==> config.mk <==
export PLATFORM = sky130hd
export DESIGN_NAME = sipo_rx_flat
export DESIGN_NICKNAME = d
export VERILOG_FILES = /design/src/rtl/sipo_rx_if.sv /design/src/rtl/sipo_rx.sv /design/src/flat_wrapper.sv
export SDC_FILE = /design/constraint.sdc
export NUM_CORES = 1
export LEC_CHECK = 0
export CORE_MARGIN = 4
export CORE_UTILIZATION = 50
export CTS_CLUSTER_DIAMETER = 50
export DETAILED_ROUTE_END_ITERATION = 7
export DONT_BUFFER_PORTS = 1
export GPL_TIMING_DRIVEN = 0
export SYNTH_ARGS = -nofsm -noshare
export SYNTH_HDL_FRONTEND = slang
export SYNTH_SLANG_ARGS = --single-unit
export TNS_END_PERCENT = 50
==> constraint.sdc <==
create_clock -name clk -period 1.7 [get_ports clk]
set_input_delay 0.34 -clock clk [delete_from_list [all_inputs] [get_ports clk]]
set_output_delay 0.34 -clock clk [all_outputs]
set_load 0.1 [all_outputs]
==> src/rtl/sipo_rx_if.sv <==
// Parallel-side and serial-side signal bundle for sipo_rx.
// The master modport drives the link, and the slave modport is the receiver.
interface sipo_rx_if #(
    parameter int WIDTH = 4
);
    logic             Start;
    logic             Dir;
    logic             Ser_In;
    logic             Ser_Valid;
    logic             Data_Ack;
    logic [WIDTH-1:0] Data_Out;
    logic             Data_Valid;
    logic             Busy;
    logic             Overrun;
    logic             Parity_Err;

    modport master (
        output Start, Dir, Ser_In, Ser_Valid, Data_Ack,
        input  Data_Out, Data_Valid, Busy, Overrun, Parity_Err
    );

    modport slave (
        input  Start, Dir, Ser_In, Ser_Valid, Data_Ack,
        output Data_Out, Data_Valid, Busy, Overrun, Parity_Err
    );
endinterface

==> src/rtl/sipo_rx.sv <==
// Serial-to-parallel receiver with a valid/ack parallel handshake and a sticky overrun flag.
// Define PARITY_CHK_EN to append an even-parity bit to each frame and report it on Parity_Err.
module sipo_rx #(
    parameter int WIDTH = 4
) (
    input  logic    clk,
    input  logic    rst,
    sipo_rx_if.slave bus
);

`ifdef PARITY_CHK_EN
    localparam int FRAME = WIDTH + 1;
`else
    localparam int FRAME = WIDTH;
`endif
    localparam int CNT_W = $clog2(FRAME);
    localparam logic [CNT_W-1:0] LAST_IDX = CNT_W'(FRAME - 1);

    typedef enum logic {IDLE, RECV} state_t;

    state_t           r_state;
    state_t           w_next_state;
    logic [CNT_W-1:0] r_cnt;
    logic             r_dir;
    logic [WIDTH-1:0] r_sr;
    logic [WIDTH-1:0] r_data_out;
    logic             r_data_valid;
    logic             r_overrun;
    logic             r_parity_err;

    logic             w_take;
    logic             w_last;
    logic             w_load;
    logic             w_shift_en;
    logic [WIDTH-1:0] w_sr_shift;
    logic [WIDTH-1:0] w_word;
    logic             w_parity_err;

    // NOTE: every signal gets a default before the case so no latch is inferred.
    always_comb begin
        w_next_state = r_state;
        w_take       = 1'b0;
        w_last       = 1'b0;
        case (r_state)
            IDLE: if (bus.Start) w_next_state = RECV;
            RECV: begin
                w_take = bus.Ser_Valid;
                w_last = bus.Ser_Valid && (r_cnt == LAST_IDX);
                if (w_last) w_next_state = IDLE;
            end
            default: w_next_state = IDLE;
        endcase
    end

    assign w_sr_shift = r_dir ? {r_sr[WIDTH-2:0], bus.Ser_In}
                              : {bus.Ser_In, r_sr[WIDTH-1:1]};

`ifdef PARITY_CHK_EN
    // The trailing parity bit is checked against the assembled data, never shifted in.
    assign w_shift_en   = w_take && !w_last;
    assign w_word       = r_sr;
    assign w_parity_err = (^r_sr) ^ bus.Ser_In;
`else
    assign w_shift_en   = w_take;
    assign w_word       = w_sr_shift;
    assign w_parity_err = 1'b0;
`endif

    // A completed word is accepted when the slot is free or being freed on this same edge.
    assign w_load = w_last && (!r_data_valid || bus.Data_Ack);

    // NOTE: sequential state uses non-blocking assignments so all flops update together.
    always_ff @(posedge clk or posedge rst) begin
        if (rst) r_state <= IDLE;
        else     r_state <= w_next_state;
    end

    always_ff @(posedge clk or posedge rst) begin
        if (rst) begin
            r_cnt        <= '0;
            r_dir        <= 1'b0;
            r_sr         <= '0;
            r_data_out   <= '0;
            r_data_valid <= 1'b0;
            r_overrun    <= 1'b0;
            r_parity_err <= 1'b0;
        end else begin
            if (r_state == IDLE && bus.Start) begin
                r_dir <= bus.Dir;
                r_cnt <= '0;
                r_sr  <= '0;
            end else if (w_take) begin
                r_cnt <= r_cnt + 1'b1;
                if (w_shift_en) r_sr <= w_sr_shift;
            end

            if (w_load) begin
                r_data_out   <= w_word;
                r_data_valid <= 1'b1;
                r_parity_err <= w_parity_err;
            end else if (bus.Data_Ack) begin
                r_data_valid <= 1'b0;
                r_parity_err <= 1'b0;
            end

            if (w_last && r_data_valid && !bus.Data_Ack) r_overrun <= 1'b1;
        end
    end

    assign bus.Data_Out   = r_data_out;
    assign bus.Data_Valid = r_data_valid;
    assign bus.Busy       = (r_state == RECV);
    assign bus.Overrun    = r_overrun;
`ifdef PARITY_CHK_EN
    assign bus.Parity_Err = r_parity_err;
`else
    assign bus.Parity_Err = 1'b0;
`endif

endmodule

==> src/flat_wrapper.sv <==
// flat-port wrapper written by rule: the top's interface ports become plain ports
module sipo_rx_flat 
#(
    parameter int WIDTH = 4
)
  (clk, rst, bus_Start, bus_Dir, bus_Ser_In, bus_Ser_Valid, bus_Data_Ack, bus_Data_Out, bus_Data_Valid, bus_Busy, bus_Overrun, bus_Parity_Err);
  sipo_rx_if #(.WIDTH(WIDTH)) bus_i ();
  input  logic clk;
  input  logic rst;
  input wire logic [$bits(bus_i.Start)-1:0] bus_Start;
  input wire logic [$bits(bus_i.Dir)-1:0] bus_Dir;
  input wire logic [$bits(bus_i.Ser_In)-1:0] bus_Ser_In;
  input wire logic [$bits(bus_i.Ser_Valid)-1:0] bus_Ser_Valid;
  input wire logic [$bits(bus_i.Data_Ack)-1:0] bus_Data_Ack;
  output wire logic [$bits(bus_i.Data_Out)-1:0] bus_Data_Out;
  output wire logic [$bits(bus_i.Data_Valid)-1:0] bus_Data_Valid;
  output wire logic [$bits(bus_i.Busy)-1:0] bus_Busy;
  output wire logic [$bits(bus_i.Overrun)-1:0] bus_Overrun;
  output wire logic [$bits(bus_i.Parity_Err)-1:0] bus_Parity_Err;
  assign bus_i.Start = bus_Start;
  assign bus_i.Dir = bus_Dir;
  assign bus_i.Ser_In = bus_Ser_In;
  assign bus_i.Ser_Valid = bus_Ser_Valid;
  assign bus_i.Data_Ack = bus_Data_Ack;
  assign bus_Data_Out = bus_i.Data_Out;
  assign bus_Data_Valid = bus_i.Data_Valid;
  assign bus_Busy = bus_i.Busy;
  assign bus_Overrun = bus_i.Overrun;
  assign bus_Parity_Err = bus_i.Parity_Err;
  sipo_rx #(.WIDTH(WIDTH)) u_core (.clk(clk), .rst(rst), .bus(bus_i));
endmodule
==> impl_metrics.env <==
export IMPL_gp_routability_congestion=0.7013
export IMPL_hold_path_startpoint="bus_Start"
export IMPL_first_global_vias=394
export IMPL_regToRegEndpoint="u_core.bus.Data_Out[0]"
export IMPL_worst_r2r_setup_slack_ns=0.07
export IMPL_floorplan_core_area_um2=1171
export IMPL_critical_path_top_delay_family="flip-flops"
export IMPL_worst_path_stages=5
export IMPL_hold_path_class="input port to register"
export IMPL_cts_inserted_buffers=3
export IMPL_max_slew_margin_rel=0.3999
export IMPL_synth_top_family_by_area="multiplexers"
export IMPL_layout_area_overhead_vs_synth_pct=10.58
export IMPL_drv_cap=0
export IMPL_timing_final_setup_violations=0
export IMPL_design_portCount=15
export IMPL_share_of_post_route_cells_with_drive_strength_above_1=0.2982
export IMPL_synthDominantAreaCellType="dfrtp_1"
export IMPL_critical_path_slowest_cell="dfrtp_4"
export IMPL_synthesis_nets=60
export IMPL_clk_root_buf="clkbuf_4"
export IMPL_num_fill_cells=94
export IMPL_synth_compound_gate_area_share=0.08462
export IMPL_detail_route_antenna_nets=0
export IMPL_fmaxAchievable_ghz=0.6152
export IMPL_pre_cts_slack_ns=-0.004939
export IMPL_clock_skew_ns=0.005675
export IMPL_critical_path_startpoint_type="register"
export IMPL_total_wirelength_um=1092
export IMPL_synth_edff_count=0
export IMPL_grt_max_degree=15
export IMPL_ys_dominant_reg_cell="dfrtp_1"
export IMPL_crit_arrival_ns=1.78
export IMPL_clock_sinks=14
export IMPL_worst_path_cell_trace="buf_4 > nand3_2 > nor2b_2 > buf_6 > mux2_4"
export IMPL_placementRows=12
export IMPL_slowest_delay_ns=0.62
export IMPL_portion_of_the_post_synthesis_area_used_by_sequential_elements=0.5385
export IMPL_initial_antenna_violation_count=0
export IMPL_clock_tree_from_tritoncts="yes"
export IMPL_clk_pin_slew_worst_setup_hold_paths_ns=0.08
export IMPL_die_w_um=44.07
export IMPL_syn_avg_cell_area_um2=12.51
export IMPL_y_dimension_of_the_die_um=44.07
export IMPL_cts_htree_levels=1
export IMPL_asyncSetResetFlopFracSynth=1.000
export IMPL_share_of_the_synthesized_area_in_the_top_cell_type=0.5385
export IMPL_yosys_cell_types_count=19
export IMPL_grt_ovfl_total=0
export IMPL_groute_usage_overall=0.1344
export IMPL_synth_area_top_cells="dfrtp_1 54%, mux2i_1 9.2%, mux2_4 4.6%"
export IMPL_initial_standard_cell_utilization_of_the_core=0.5556
export IMPL_run_status="finished, final reports clean"
export IMPL_postSynthRegisterBits=14
export IMPL_drc=0
export IMPL_detailroute_via_count=383
export IMPL_endpoint_kind="register"
export IMPL_slew_violations=0
export IMPL_cell_count_of_the_worst_reg_to_reg_path=5
export IMPL_cts_root_to_sink_buffers=2
export IMPL_drt_pre_antenna_iters=4
export IMPL_final_critical_path_setup_slack_ns=0.07453
export IMPL_final_hold_violation_count=0
export IMPL_worst_ep_required_time_ns=1.86
export IMPL_post_synth_most_frequent_cells="14 x dfrtp_1, 6 x mux2i_1, 6 x nand2_1"
export IMPL_worstMarginPinSlew_ns=0.9002
export IMPL_synthSimpleGateAreaFrac=0.09423
export IMPL_port_buffers=0
export IMPL_mappedNetlistArea_um2=650.6
export IMPL_critical_path_reg2reg_startpoint="u_core.bus.Busy"
export IMPL_grt_pass1_wl_um=1849
export IMPL_worst_hold_path_cell_count=1
export IMPL_synth_yosys_warnings=0
export IMPL_crit_path_max_fanout=7
export IMPL_synthAdderAreaFrac=0.01923
export IMPL_drt_first_iter_violations=14
export IMPL_n_antenna_cell=0
export IMPL_synthMostInstantiatedCell="dfrtp_1"
export IMPL_post_drt_via_cell_ratio=5.394
export IMPL_grt_setup_unrepaired="no"
export IMPL_critPathKind="register to register"
export IMPL_final_min_clock_period_ns=1.625
export IMPL_netlist_instances=52
export IMPL_synth_mux_area_fraction=0.1769
export IMPL_yosys_area_share_xor_xnor=0
export IMPL_fp_dieArea_um2=1942
export IMPL_cts_repair_timing_setup_buffer_count=0
export IMPL_route_detailed_wl_per_inst_um=15.38
export IMPL_timing_hold_worst_endpoint="u_core.bus.Busy"
export IMPL_finish_net_count=66
export IMPL_clk_latency_ns=0.27
export IMPL_crit_buf_inv=2
export IMPL_post_route_period_util=0.9562
-- cell families (layout without fill, tap and decap cells) --
family	count (synthesis)	after routing
adder cells (fa/ha/maj)	1	1
AND/OR/NAND/NOR	10	10
other	1	1
buffers and inverters	8	13
multiplexers	10	10
AO/OA/AOI/OAI	8	8
flip-flops	14	14
-- layout by cell type, fill, tap and decap left out, types with 2 or more instances in the layout --
cell / netlist / routed
a32o_1: 2 / 2
buf_4: 2 / 2
buf_6: 2 / 2
clkbuf_4: 0 / 3
dfrtp_1: 14 / 12
inv_1: 4 / 4
mux2_4: 2 / 2
mux2i_1: 6 / 6
nand2_1: 6 / 6
o21ai_0: 4 / 4
-- final cells by class --
cell class	count	area [µm²]	share of cell area
buffer	4	37.54	0.05217
clock buffer	4	36.28	0.05043
inverter	4	15.01	0.02087
multi-input combinational	30	247.7	0.3443
sequential	14	355.3	0.4939
tap	14	17.52	0.02435
timing repair buffer	1	10.01	0.01391
-- flip-flops by register name, indices dropped and copies added, names as in the netlist --
register               flops
u_core.bus.Busy            1
u_core.bus.Data_Out        4
u_core.bus.Data_Valid      1
u_core.bus.Overrun         1
u_core.r_cnt               2
u_core.r_dir               1
u_core.r_sr                4
-- worst register-to-register path, cell delays in order, from the launching register on --
cell and delay (ns):
dfrtp_4 0.62, buf_4 0.22, nand3_2 0.12, nor2b_2 0.14
buf_6 0.12, mux2_4 0.29
-- metrics by stage --
stage	utilization	instance area, µm²	setup TNS, ns	instances	hold slack (ns)
2_1_floorplan	-	653.1	0	52	0.2291
3_3_place_gp	0.5727	670.6	0	66	0.2682
3_5_place_dp	0.5727	670.6	-0.004939	66	0.2882
4_1_cts	0.6143	719.4	0	71	0.1836
5_1_grt	0.6143	719.4	0	71	0.1706
6_report	0.6143	719.4	0	71	0.1946
-- worst max path at each step --
stage | start | slack (ns) | endpoint
after floorplan | u_core.bus.Busy | 0.06 | u_core.bus.Data_Out[0]
after global placement | u_core.bus.Busy | 0.004 | u_core.bus.Data_Out[0]
after detailed placement | u_core.bus.Busy | -0.005 | u_core.bus.Data_Out[0]
after CTS | u_core.bus.Busy | 0.07 | u_core.bus.Data_Out[0]
after global routing | u_core.bus.Busy | 0.02 | u_core.bus.Data_Out[0]
final | u_core.bus.Busy | 0.07 | u_core.bus.Data_Out[0]
-- per-layer routing --
| metal | wire length, µm | up-vias | global-route usage |
|---|---|---|---|
| met5 | 0 | - | 0 |
| met4 | 5 | 0 | 0.07229 |
| met3 | 112 | 2 | 0.04472 |
| met2 | 533 | 18 | 0.2209 |
| met1 | 441 | 182 | 0.1532 |
| li1 | - | 181 | - |
-- timing repair --
item | 4_1_cts | 5_1_grt
hold buffers | 1 | 0
endpoints found under the setup margin | 1 | 0
endpoints found under the hold margin | 14 | 0
resized for setup | 1 | 0
Power is not shown: default switching activity piles up to over one toggle a cycle in this logic, so the estimate is an artifact.
